### src/rtl/fb_port_arbiter.sv
// Framebuffer RAM port-1 arbiter: rasterizer/host round-robin plus a
// full-buffer clear engine that owns the port while it runs.
module fb_port_arbiter #(
    parameter int DATA_WIDTH = 8,
    parameter int ADDR_WIDTH = 8,
    parameter int RAM_DEPTH  = 1 << ADDR_WIDTH
) (
    input  logic                  clock,
    input  logic                  reset_,
    input  logic                  clr_start,
    input  logic [DATA_WIDTH-1:0] clr_color,
    output logic                  clr_busy,
    output logic                  clr_done,
    input  logic                  rast_req,
    input  logic [ADDR_WIDTH-1:0] rast_addr,
    input  logic [DATA_WIDTH-1:0] rast_data,
    output logic                  rast_gnt,
    input  logic                  host_req,
    input  logic                  host_we,
    input  logic [ADDR_WIDTH-1:0] host_addr,
    input  logic [DATA_WIDTH-1:0] host_wdata,
    output logic                  host_gnt,
    output logic                  host_rvalid,
    output logic [DATA_WIDTH-1:0] host_rdata,
    output logic [ADDR_WIDTH-1:0] ram_addr,
    output logic [DATA_WIDTH-1:0] ram_data,
    output logic                  ram_we_,
    input  logic [DATA_WIDTH-1:0] ram_q
);

    typedef enum logic {
        IDLE,
        CLEAR
    } state_t;

    localparam logic [ADDR_WIDTH-1:0] LAST = ADDR_WIDTH'(RAM_DEPTH - 1);

    state_t                state;
    logic [ADDR_WIDTH-1:0] cnt;
    logic [DATA_WIDTH-1:0] color;
    logic                  last_host;
    logic                  rd_pend;
    logic                  blocked;

    // The clear owns the port from the cycle clr_start is seen.
    assign blocked  = clr_start || (state == CLEAR);
    assign rast_gnt = !blocked && rast_req && (!host_req || last_host);
    assign host_gnt = !blocked && host_req && (!rast_req || !last_host);

    assign clr_busy   = (state == CLEAR);
    assign host_rdata = host_rvalid ? ram_q : '0;

    always_ff @(posedge clock or negedge reset_) begin
        if (!reset_) begin
            state       <= IDLE;
            cnt         <= '0;
            color       <= '0;
            last_host   <= 1'b1;
            rd_pend     <= 1'b0;
            host_rvalid <= 1'b0;
            clr_done    <= 1'b0;
            ram_we_     <= 1'b1;
            ram_addr    <= '0;
            ram_data    <= '0;
        end else begin
            ram_we_     <= 1'b1;
            clr_done    <= 1'b0;
            rd_pend     <= host_gnt && !host_we;
            host_rvalid <= rd_pend;
            unique case (state)
                IDLE: begin
                    if (clr_start) begin
                        state <= CLEAR;
                        color <= clr_color;
                        cnt   <= '0;
                    end
                    unique case (1'b1)
                        rast_gnt: begin
                            ram_addr  <= rast_addr;
                            ram_data  <= rast_data;
                            ram_we_   <= 1'b0;
                            last_host <= 1'b0;
                        end
                        host_gnt: begin
                            ram_addr  <= host_addr;
                            ram_data  <= host_wdata;
                            ram_we_   <= !host_we;
                            last_host <= 1'b1;
                        end
                        default: ;
                    endcase
                end
                CLEAR: begin
                    ram_addr <= cnt;
                    ram_data <= color;
                    ram_we_  <= 1'b0;
                    cnt      <= cnt + 1'b1;
                    if (cnt == LAST) begin
                        state    <= IDLE;
                        clr_done <= 1'b1;
                    end
                end
                default: state <= IDLE;
            endcase
        end
    end

endmodule

### config.mk
export PLATFORM = sky130hd
export DESIGN_NAME = fb_port_arbiter
export DESIGN_NICKNAME = d
export VERILOG_FILES = /design/src/rtl/fb_port_arbiter.sv
export SDC_FILE = /design/constraint.sdc
export NUM_CORES = 1
export LEC_CHECK = 0
export CAP_MARGIN = 20
export CORE_MARGIN = 4
export CORE_UTILIZATION = 40
export CTS_CLUSTER_DIAMETER = 100
export DETAILED_ROUTE_END_ITERATION = 7
export PLACE_DENSITY = 0.77
export SETUP_SLACK_MARGIN = 0.05
export SYNTH_ARGS = -nofsm -noshare
export SYNTH_HDL_FRONTEND = slang
export SYNTH_SLANG_ARGS = --single-unit
export TNS_END_PERCENT = 100
### constraint.sdc
create_clock -name clock -period 1.5 [get_ports clock]
set_clock_uncertainty 0.05 [all_clocks]
set_input_delay 0.375 -clock clock [delete_from_list [all_inputs] [get_ports clock]]
set_output_delay 0.375 -clock clock [all_outputs]
set_load 0.02 [all_outputs]
==> flow_summary.yaml <==
status:
  status: "finished, violations left"
  failed_checks: "negative setup slack"
worst_setup_path:
  cp_data_required_time_ns: 1.07
  max_stage_delay_ns: 0.37
  end_kind: "primary output"
  crit_path_start_kind: "register"
  cp.arrival_ns: 1.25
  r2r_slack_ns: -0.11
  crit_slowest_cell: "dfstp_2"
  critPathMaxFanout: 3
  worstSetupPathType: "register to primary output"
  worstPathCellList: "buf_4 > a21bo_4 > nor3_4 > buf_6"
floorplan:
  die_area_um2: 5887
  fp.coreArea_um2: 4474
  start_util_pct: 42.23
  design.portCount: 84
  die_h_um: 76.73
  rows: 24
  die_w_um: 76.73
placement:
  dp_hpwl_um: 3423
  port_buffers: 83
  place_congestion: 0.7287
  dp.cells: 288
yosys:
  ys_top_cells_by_area: "dfrtp_1 (48%), mux2i_1 (25%), mux2_2 (5.4%)"
  syn_area_um2: 1889
  synth.largest_area_cell: "dfrtp_1"
  syn_inst: 146
  yosysWarnings: 0
  synth_edf_count: 0
  async_flop_share_pct: 100.0
  synth_seq_cells: 38
  yosys_most_used_dff: "dfrtp_1"
  synth_fp_nets: 201
  ys_seq_area_share_pct: 50.46
  synth_top_area_share_pct: 47.68
  synthDistinctLibCells: 30
  avgSynthCellArea_um2: 12.94
timing:
  hold_violations: 0
  finalMaxSlewViolations: 0
  setup_viol: 27
  clock.fmax_mhz: 596.6
  timing.final.ws_setup_ns: -0.1762
  hold_ws_ns: 0.01015
  finalCritPeriodShare_pct: 111.7
  max_slew_margin_pct: 68.48
  rsz0062_at_grt: "yes"
  min_period_ns: 1.676
  tightestPinTransition_ns: 0.4669
power_and_ir_drop:
  power_density_nw_per_um2: 1405
  p_leak_nw: 1.645
  ir_drop_v: 0.0007539
clock_network:
  clock_latency_ns: 0.29
  tritoncts: "done"
  htreeDepth: 2
  clkSinkCount: 38
  clk_pin_slew_ns: 0.07
  clock_tree.root_cell: "clkbuf_8"
  cts-buffers-inserted: 5
  clockBufferDepth: 2
  cts_hold_buf: 0
global_route:
  grt_start_max_net_pins: 22
  antenna_found_initial: 0
  grt_use_total_pct: 15.88
  overflow: 0
  grt_pass1_vias: 1549
  grt_pass1_wl_um: 7458
routing:
  wl_per_cell_um: 15.80
  totalWireLength_um: 4819
  dr.pass1.iters: 4
  antenna_left: 0
  vias: 1545
  routed_via_density: 5.066
  drt_iter0_drc: 71
  drc_errors: 0
finish:
  instances_no_fill: 305
  drive_gt1_share_pct: 28.46
  area_growth_syn_to_layout_pct: 63.71
  fin_nets: 308
  insertedDiodeCount: 0
flow_run:
  drv_cap: 0
worst_hold_path:
  hold_class: "primary input to asynchronous set/reset pin"
## state kept, by name, summed over array words and instances (netlist names), 8 cells and up
register  cells
ram_data      8
color         8
ram_addr      8
cnt           8
## worst max-delay path, delay by kind of cell (launching register included)
family / cells / cell delay, ns
DFF: 1 / 0.37
AOI/OAI and AO/OA: 1 / 0.21
and+or+nand+nor: 1 / 0.12
buffers and inverters: 2 / 0.26
## cell families after synthesis
group           Yosys count  share of synthesized area [%]
mux                      57                          30.79
flops                    38                          50.46
simple gates             23                          7.087
compound gates           16                          6.490
buf+inv                   9                          3.576
xor+xnor                  2                         0.9273
fa+ha+maj                 1                         0.6621
## report_power, final
| group | switching, W | internal (W) | leakage, nW | total [W] |
|---|---|---|---|---|
| Clock | 0.000338 | 0.000365 | 0.0443 | 0.000702 |
| Sequential | 0.000334 | 0.00149 | 0.454 | 0.00183 |
| Combinational | 0.000870 | 0.000945 | 1.15 | 0.00181 |
| Total | 0.00154 | 0.00280 | 1.64 | 0.00435 |
## Yosys cell counts (2+ instances only)
cell	n
dfrtp_1	36
mux2_2	9
o211ai_1	2
nand3_1	4
buf_2	3
nand2b_1	2
a22o_1	4
mux2i_1	48
inv_1	2
nand2_1	2
a21oi_1	2
buf_6	4
and2_1	8
dfstp_2	2
nor3_1	2
o31ai_1	2
## through the flow
stage | cell area (um2) | TNS (ns) | worst slack (ns) | total power (W) | utilization, %
CTS | 3014 | -1.380 | -0.1871 | 0.004301 | 67.37
finish | 3093 | -1.544 | -0.1762 | 0.004345 | 69.13
global placement | 2855 | -14.83 | -0.7574 | 0.003652 | 63.81
global route | 3093 | -2.979 | -0.2251 | 0.004632 | 69.13
floorplan | 1907 | -0.001633 | -0.001633 | 0.002839 | -
detailed placement | 2855 | -15.71 | -0.7713 | 0.003692 | 63.81
## routing by layer
metal	part of all wire [%]	vias to the layer above	track usage, %
met5	0	-	0
met4	1.0	0	3.804
met3	8.1	6	6.206
met2	48	66	26.74
met1	43	722	19.04
li1	-	751	-
## layout make-up
| class | count | area [um2] |
|---|---|---|
| Clock buffer | 7 | 86.33 |
| Fill cell | 354 | 1381 |
| Inverter | 2 | 7.507 |
| Multi-Input combinational cell | 99 | 927.1 |
| Sequential cell | 38 | 955.9 |
| Tap cell | 52 | 65.06 |
| Timing Repair Buffer | 107 | 1051 |
## path summary, 6_finish.rpt
check / cells past startpoint / to / start
worst min-delay path: 2 / cnt[0]$_DFFE_PN0P_ / reset_
worst max register to register: 5 / ram_addr[5]$_DFFE_PN0P_ / last_host$_DFFE_PN1P_
worst max-delay path: 4 / host_gnt / last_host$_DFFE_PN1P_
min in group clock: 0 / host_rvalid$_DFF_PN0_ / rd_pend$_DFF_PN0_
max in group asynchronous: 2 / last_host$_DFFE_PN1P_ / reset_
worst min register to register: 0 / host_rvalid$_DFF_PN0_ / rd_pend$_DFF_PN0_
## cell usage in the layout, fill, tap and decap left out, drive strengths merged, types with 2 or more instances in the layout
| master | count |
|---|---|
| inv | 2 |
| clkdlybuf4s50 | 41 |
| nand2 | 2 |
| clkdlybuf4s15 | 12 |
| buf | 38 |
| nor3 | 2 |
| mux2i | 48 |
| dlygate4sd2 | 16 |
| mux2 | 9 |
| nand2b | 2 |
| o211ai | 2 |
| o31ai | 2 |
| nor2 | 2 |
| a22o | 4 |
| dfrtp | 36 |
| and2 | 8 |
| nand3 | 4 |
| o21ai | 2 |
| dfstp | 2 |
| clkbuf | 7 |
| a21oi | 2 |
## repair_timing
item / 4_1_cts / 5_1_grt
pin swaps: 1 / 3
buffers inserted: 6 / 4
gates resized for setup: 116 / 26
endpoints found under the setup margin: 61 / 50
No activity file was read; power rests on OpenSTA's default activity.
